[config.mk]
export PLATFORM = sky130hd
export DESIGN_NAME = uart_rx_flat
export DESIGN_NICKNAME = d
export VERILOG_FILES = /design/src/rtl/uart_rx_if.sv /design/src/rtl/uart_rx.sv /design/src/flat_wrapper.sv
export SDC_FILE = /design/constraint.sdc
export NUM_CORES = 1
export LEC_CHECK = 0
export ABC_AREA = 1
export CORE_MARGIN = 1
export CORE_UTILIZATION = 50
export CTS_CLUSTER_DIAMETER = 200
export DETAILED_ROUTE_END_ITERATION = 16
export PLACE_DENSITY = 0.71
export REMOVE_ABC_BUFFERS = 1
export SLEW_MARGIN = 40
export SYNTH_ARGS = -nofsm -noshare
export SYNTH_HDL_FRONTEND = slang
export SYNTH_SLANG_ARGS = --single-unit
[constraint.sdc]
create_clock -name clk -period 1.9 [get_ports clk]
set_input_delay 0.285 -clock clk [delete_from_list [all_inputs] [get_ports clk]]
set_output_delay 0.285 -clock clk [all_outputs]
set_load 0.01 [all_outputs]
[src/rtl/uart_rx_if.sv]
// uart_rx_if: receive-side bundle of a UART receiver.
//   RX        serial line, idle high, asynchronous to the core clock
//   rx_ready  consumer accepts rx_data when rx_valid & rx_ready
//   rx_data   received byte, LSB = first data bit on the line
//   rx_valid  rx_data holds an unconsumed byte
//   frame_err 1-cycle pulse: stop bit sampled low
//   overrun   1-cycle pulse: new byte dropped, holding register full
//   busy      receiver is inside a frame
// master drives the line and consumes bytes; slave is the receiver.
interface uart_rx_if #(
    parameter int DATA_BITS = 8
);
    logic                 RX;
    logic                 rx_ready;
    logic [DATA_BITS-1:0] rx_data;
    logic                 rx_valid;
    logic                 frame_err;
    logic                 overrun;
    logic                 busy;
    modport master (output RX, rx_ready, input rx_data, rx_valid, frame_err, overrun, busy);
    modport slave (input RX, rx_ready, output rx_data, rx_valid, frame_err, overrun, busy);
endinterface

[src/rtl/uart_rx.sv]
// uart_rx: 8N1-style UART receiver with a valid/ready holding register.
//   clk  core clock, rising edge
//   rst  asynchronous active-high reset
//   bus  uart_rx_if.slave: RX in, rx_ready in; rx_data, rx_valid, frame_err, overrun, busy out
module uart_rx #(
    parameter int CLK_FREQ  = 50_000_000,
    parameter int BAUD_RATE = 115200,
    parameter int DATA_BITS = 8
) (
    input logic      clk,
    input logic      rst,
    uart_rx_if.slave bus
);
    localparam int CPB = CLK_FREQ / BAUD_RATE;
    localparam int CW  = $clog2(CPB);
    localparam int BW  = $clog2(DATA_BITS);
    localparam logic [CW-1:0] HALF_END = CW'(CPB / 2 - 1);
    localparam logic [CW-1:0] BIT_END  = CW'(CPB - 1);
    localparam logic [BW-1:0] LAST_BIT = BW'(DATA_BITS - 1);

    if (CPB < 4) begin : g_cpb_chk
        $error("uart_rx: CLK_FREQ/BAUD_RATE must be at least 4");
    end

    typedef enum logic [1:0] {IDLE, START, DATA, STOP} state_t;

    state_t               state, state_n;
    logic                 rx_m, rx_s, rx_d;
    logic [CW-1:0]        clk_cnt, clk_cnt_n;
    logic [BW-1:0]        bit_cnt, bit_cnt_n;
    logic [DATA_BITS-1:0] shreg, shreg_n, data_n;
    logic                 valid_n, ferr_n, ovr_n;

    assign bus.busy = (state != IDLE);

    // rx_m/rx_s synchronise the line; rx_d is one more stage for falling-edge detection.
    always_ff @(posedge clk or posedge rst) begin
        if (rst) begin
            rx_m          <= 1'b1;
            rx_s          <= 1'b1;
            rx_d          <= 1'b1;
            state         <= IDLE;
            clk_cnt       <= '0;
            bit_cnt       <= '0;
            shreg         <= '0;
            bus.rx_data   <= '0;
            bus.rx_valid  <= 1'b0;
            bus.frame_err <= 1'b0;
            bus.overrun   <= 1'b0;
        end else begin
            rx_m          <= bus.RX;
            rx_s          <= rx_m;
            rx_d          <= rx_s;
            state         <= state_n;
            clk_cnt       <= clk_cnt_n;
            bit_cnt       <= bit_cnt_n;
            shreg         <= shreg_n;
            bus.rx_data   <= data_n;
            bus.rx_valid  <= valid_n;
            bus.frame_err <= ferr_n;
            bus.overrun   <= ovr_n;
        end
    end

    // A byte loaded on the same edge a consumer takes the old one wins: valid stays set.
    always_comb begin
        state_n   = state;
        clk_cnt_n = clk_cnt + 1'b1;
        bit_cnt_n = bit_cnt;
        shreg_n   = shreg;
        data_n    = bus.rx_data;
        valid_n   = bus.rx_valid & ~bus.rx_ready;
        ferr_n    = 1'b0;
        ovr_n     = 1'b0;
        case (state)
            IDLE: begin
                clk_cnt_n = '0;
                if (rx_d && !rx_s) state_n = START;
            end
            START: if (clk_cnt == HALF_END) begin
                clk_cnt_n = '0;
                bit_cnt_n = '0;
                state_n   = rx_s ? IDLE : DATA;
            end
            DATA: if (clk_cnt == BIT_END) begin
                clk_cnt_n = '0;
                shreg_n   = {rx_s, shreg[DATA_BITS-1:1]};
                bit_cnt_n = bit_cnt + 1'b1;
                if (bit_cnt == LAST_BIT) state_n = STOP;
            end
            STOP: if (clk_cnt == BIT_END) begin
                clk_cnt_n = '0;
                state_n   = IDLE;
                if (!rx_s) ferr_n = 1'b1;
                else if (!bus.rx_valid || bus.rx_ready) begin
                    data_n  = shreg;
                    valid_n = 1'b1;
                end else ovr_n = 1'b1;
            end
        endcase
    end
endmodule

[src/flat_wrapper.sv]
// flat-port wrapper written by rule: the top's interface ports become plain ports
module uart_rx_flat 
#(
    parameter int CLK_FREQ  = 50_000_000,
    parameter int BAUD_RATE = 115200,
    parameter int DATA_BITS = 8
)
  (clk, rst, bus_RX, bus_rx_ready, bus_rx_data, bus_rx_valid, bus_frame_err, bus_overrun, bus_busy);
  uart_rx_if #(.DATA_BITS(DATA_BITS)) bus_i ();
  input logic clk;
  input logic rst;
  input wire logic [$bits(bus_i.RX)-1:0] bus_RX;
  input wire logic [$bits(bus_i.rx_ready)-1:0] bus_rx_ready;
  output wire logic [$bits(bus_i.rx_data)-1:0] bus_rx_data;
  output wire logic [$bits(bus_i.rx_valid)-1:0] bus_rx_valid;
  output wire logic [$bits(bus_i.frame_err)-1:0] bus_frame_err;
  output wire logic [$bits(bus_i.overrun)-1:0] bus_overrun;
  output wire logic [$bits(bus_i.busy)-1:0] bus_busy;
  assign bus_i.RX = bus_RX;
  assign bus_i.rx_ready = bus_rx_ready;
  assign bus_rx_data = bus_i.rx_data;
  assign bus_rx_valid = bus_i.rx_valid;
  assign bus_frame_err = bus_i.frame_err;
  assign bus_overrun = bus_i.overrun;
  assign bus_busy = bus_i.busy;
  uart_rx #(.CLK_FREQ(CLK_FREQ), .BAUD_RATE(BAUD_RATE), .DATA_BITS(DATA_BITS)) u_core (.clk(clk), .rst(rst), .bus(bus_i));
endmodule
==> Yosys cells after proc, flatten, opt, wreduce, memory -nomap -nowiden <==
Index checks and enable logic that the tools add are counted.
{ "classes": {"n_addsub": 2, "n_eq_ne": 11, "bitwise": 2, "mux": 24, "n_reduce_logical": 12} }
{ "op_table": {"columns": ["operator", "n"], "rows": [
  ["9-bit case mux with 3 select lines", 1],
  ["9-bit two-way mux", 2],
  ["2-bit two-way mux", 6],
  ["1-bit two-way mux", 11],
  ["2-bit by 1-bit inequality test with 1-bit output, second input constant", 5],
  ["9-bit by 1-bit adder with 9-bit output, second input constant", 1],
  ["9-bit by 8-bit equality test with 1-bit output, second input constant", 1],
  ["9-bit equality test, second input constant", 1],
  ["2-bit case mux with 4 select lines", 1],
  ["3-bit two-way mux", 2],
  ["3-bit case mux with 2 select lines", 1],
  ["5-bit AND reduction", 1],
  ["2-bit equality test, second input constant", 2],
  ["4-bit AND reduction", 1],
  ["2-bit nonzero test", 2],
  ["3-bit by 1-bit adder with 3-bit output, second input constant", 1],
  ["3-bit equality test, second input constant", 1],
  ["3-bit AND reduction", 1],
  ["2-bit by 1-bit equality test with 1-bit output, second input constant", 1],
  ["1-bit logical NOT", 2],
  ["2-bit logical NOT", 1],
  ["2-bit AND reduction", 1],
  ["2-bit OR reduction", 1],
  ["1-bit AND", 1],
  ["other kinds (3)", 3]
]} }
{ "totals": {"regBits": 36, "wordCells": 62, "in_bits": 4} }

==> Logic depth before layout (Yosys ltp) <==
{ "logic_depth": {"depth_word": 6, "ltp_mapped": 10, "ltp_nobuf": 10} }

==> Least setup slack after synthesis <==
Ideal clock, no wire load.
{ "synth_path": {"kind": "register to register", "from": "register u_core.clk_cnt[1]", "to": "register u_core.bus.rx_data[2]", "t_required_ns": 1.783, "path_buffers": 1, "stages_incl_launch_ff": 11, "t_arrival_ns": 1.342, "setup_slack_ns": 0.441, "period_less_slack_ns": 1.459, "path_cell_list": "dfrtp_1 -> inv_1 -> ha_1 -> nand2_1 -> nor2_2 -> nand2_4 -> nor2_4 -> nand3_4 -> buf_6 -> nand2_2 -> o21ai_2"} }
{ "synth_between": {"elab_chain_cells": 2} }
{ "synth_rtl": {"columns": ["element", "line", "text"], "rows": [
  ["start, declared", "uart_rx.sv:29", "logic [CW-1:0] clk_cnt, clk_cnt_n;"],
  ["start signal, assigned", "uart_rx.sv:55", "clk_cnt <= clk_cnt_n;"],
  ["9-bit equality test", "uart_rx.sv:91", "STOP: if (clk_cnt == BIT_END) begin"],
  ["4-bit AND reduction (no source line)", null, null],
  ["end signal, assigned", "uart_rx.sv:58", "bus.rx_data <= data_n;"],
  ["end, declared", "uart_rx_if.sv:21", "modport slave (input RX, rx_ready, output rx_data, rx_valid, frame_err, overrun, busy);"]
]} }
No other way between the ends.
A chain may end at the register's enable or synchronous reset.

==> Worst setup path in the final report <==
{ "layout_path": {"from": "register u_core.state[0]", "to": "output port bus_busy"} }
{ "layout_between": {"elab_chain_cells": 1} }
{ "layout_rtl": {"columns": ["element", "line", "text"], "rows": [
  ["start, declared", "uart_rx.sv:27", "state_t state, state_n;"],
  ["start signal, assigned", "uart_rx.sv:54", "state <= state_n;"],
  ["2-bit nonzero test", "uart_rx.sv:34", "assign bus.busy = (state != IDLE);"],
  ["end, declared", "flat_wrapper.sv:18", "output wire logic [$bits(bus_i.busy)-1:0] bus_busy;"]
]} }
No other way between the ends.

==> flow_metrics.py <==
metrics = {
    "status": {
        "status": "complete, no violations",
    },
    "timing": {
        "skew_ns": 0.00600,
        "fin_tns_setup_ns": 0,
        "post-route-period-util_pct": 88.9,
        "fin_crit_ns": 1.69,
        "tightest_slew_ns": 0.432,
        "setup_viol": 0,
        "grt_setup_unrepaired": "false",
        "final_hold_viol_count": 0,
        "slew_viol_final": 0,
        "max_freq_mhz": 592,
        "slew_headroom_pct": 71.2,
    },
    "final_layout": {
        "antenna_cells": 0,
        "area_delta_synth_final_pct": 16.9,
        "final_area_um2": 1980,
        "final_cell_mix": "nand2_1, dfrtp_1, inv_1",
        "layout_commonest_cell": "nand2_1",
        "drive_gt1_share_pct": 16.6,
        "nets": 217,
    },
    "power_and_ir_drop": {
        "power_frac_seq_pct": 45.4,
        "p_sw_share_pct": 32.7,
        "p_comb_share_pct": 26.2,
        "p_sw_mw": 0.614,
        "pwr-share-clk_pct": 28.4,
        "ir_drop_mv": 0.717,
        "p_int_mw": 1.26,
        "power_density_nw_per_um2": 949,
        "leakage_nw": 0.914,
    },
    "setup_path": {
        "end_kind": "primary output",
        "worst_path_most_repeated_cell": "inv_1",
        "path_cells": "inv_1 -> ha_1 -> inv_1 -> dlygate4sd2_1",
        "worstPathRequired_ns": 1.62,
        "critical_path_arrival_ns": 1.40,
        "path_class": "register to primary output",
        "worst-path-buf-inv": 3,
        "cp_top_family": "buffers and inverters",
        "critPathMaxFanout": 3,
        "cp-start-kind": "register",
        "max_stage_delay_ns": 0.40,
        "critical-path-slowest-cell": "dfrtp_1",
    },
    "placement": {
        "numPortBuffers": 15,
        "dp_hpwl_mm": 2.04,
        "post_dp_cell_area_um2": 1890,
        "place_congestion": 0.910,
    },
    "logic_synthesis": {
        "synth_cell_types": 26,
        "netlist_instances": 181,
        "syn_area_um2": 1690,
        "yosysWarnings": 0,
        "synth-seq-area-share_pct": 53.5,
        "yosys_register_bits": 36,
        "syn_area_per_cell_um2": 9.35,
    },
    "min_path": {
        "hp-class": "input pin to asynchronous set/reset pin",
    },
    "route": {
        "drc": 0,
        "first_pass_iters": 4,
        "drtIter0Drc": 61,
        "ant_nets": 0,
        "via_count": 1200,
        "via_per_inst": 4.82,
        "wl_mm": 2.88,
        "wl_per_cell_um": 11.6,
    },
    "clocking": {
        "cts_buffers": 5,
        "insertion_delay_ns": 0.34,
        "cts_max_path_buffers": 2,
        "cts_max_level": 2,
        "path_clk_slew_ns": 0.11,
        "root_buffer": "clkbuf_4",
        "cts_num_sinks": 36,
        "tritoncts": "yes",
    },
    "floorplan": {
        "dieWidth_um": 60.2,
        "rows": 20,
        "initial_utilization_pct": 54.1,
        "core_um2": 3130,
        "die_area_um2": 3620,
        "io-pin-count": 16,
        "chipHeight_um": 60.2,
    },
    "global_route": {
        "antenna_found_initial": 0,
        "grt_max_degree": 37,
        "grtUsageTotal_pct": 19.3,
        "met1_usage_pct": 20.3,
        "grt_pass1_vias": 1219,
        "overflow": 0,
        "grt_pass1_wl_mm": 4.95,
        "grt-busiest-layer": "met2",
        "use_met2_pct": 32.8,
        "globalRouteMet3Util_pct": 7.58,
    },
    "job": {
        "maxCapViolCount": 0,
    },
}
-- registers in the layout, summed over array words and instances (netlist names), named ones only --
signal	cells
u_core.bus.rx_valid	1
u_core.bus.frame_err	1
u_core.rx_s	1
u_core.rx_d	1
u_core.rx_m	1
u_core.shreg	8
u_core.bus.rx_data	8
u_core.bus.overrun	1
u_core.clk_cnt	9
u_core.state	1
u_core.bit_cnt	3
-- worst paths after layout --
| path | start | end | slack [ns] | cells after the start |
|---|---|---|---|---|
| max reg2reg | u_core.state[0]$_DFFE_PP0P_ | register | 0.25 | 8 |
| min | rst | u_core.bus.rx_data[5]$_DFFE_PP0P_ | 0.34 | 3 |
| min reg2reg | u_core.rx_m$_DFF_PP1_ | u_core.rx_s$_DFF_PP1_ | 0.36 | 0 |
| max | u_core.state[0]$_DFFE_PP0P_ | bus_busy | 0.21 | 4 |
| max in group asynchronous | rst | u_core.rx_m$_DFF_PP1_ | 1.22 | 3 |
| min in group clk | bus_RX | u_core.rx_m$_DFF_PP1_ | 0.35 | 1 |
-- power groups by stage --
stage | Sequential (mW) | Combinational, mW | Clock, mW
after floorplan | 0.870 | 0.324 | 0
after global placement | 0.875 | 0.418 | 0
after detailed placement | 0.880 | 0.453 | 0
after CTS | 0.850 | 0.489 | 0.552
after global routing | 0.859 | 0.565 | 0.585
final | 0.853 | 0.493 | 0.533
-- worst min-delay path, stage by stage --
cell             delay [ns]
clkdlybuf4s50_1        0.40
inv_1                  0.05
buf_4                  0.38
-- layout make-up --
class	instances	area [um^2]
clock inverters	2	35.0
flip-flops and latches	36	905
clock buffers	6	41.3
repair buffers	18	171
inverters	28	105
multi-input cells	115	666
fillers	264	1150
well taps	44	55.1
-- repair_timing --
| action | in CTS | in global routing |
|---|---|---|
| hold buffers | 0 | 0 |
| setup buffers | 2 | 0 |
| resized for setup | 1 | 0 |
| endpoints found under the setup margin | 1 | 0 |
-- stage by stage --
step	utilization [%]	setup WS, ns	instances	power [mW]	hold WS (ns)
final	63.2	0.210	249	1.88	0.338
after global routing	63.2	0.0489	249	2.01	0.339
after CTS	63.2	0.212	249	1.89	0.337
after detailed placement	60.4	0.249	239	1.33	0.356
after global placement	60.4	0.311	239	1.29	0.349
after floorplan	-	0.441	179	1.19	0.289
-- Yosys cell counts (all sizes together) --
cell type	number	share of area, %
a21oi	3	0.89
dfstp	3	4.7
ha	9	6.7
nand2	48	12
nand4	2	0.74
nor2	16	4.6
inv	28	6.2
xor2	3	1.6
or2	1	0.37
nor3	5	1.5
o21ai	21	8.0
nand3	5	2.5
nor4	1	0.37
dfrtp	33	49
xnor2	1	0.52
buf	2	0.96
-- kinds of logic (layout without fill, tap and decap cells) --
logic type	Yosys count	in the layout	synth area share (%)
buffers and inverters	30	54	7.17
adders and majority gates	9	9	6.66
and+or+nand+nor	78	78	21.7
xor gates and xnor gates	4	4	2.07
AOI/OAI and AO/OA	24	24	8.88
DFF	36	36	53.5
-- metal layers --
layer / vias to the layer above / share of wire, %
li1: 611 / -
met1: 565 / 45
met2: 17 / 49
met3: 7 / 3.8
met4: 0 / 2.4
met5: - / 0
Power figures use the tool's default switching activity.
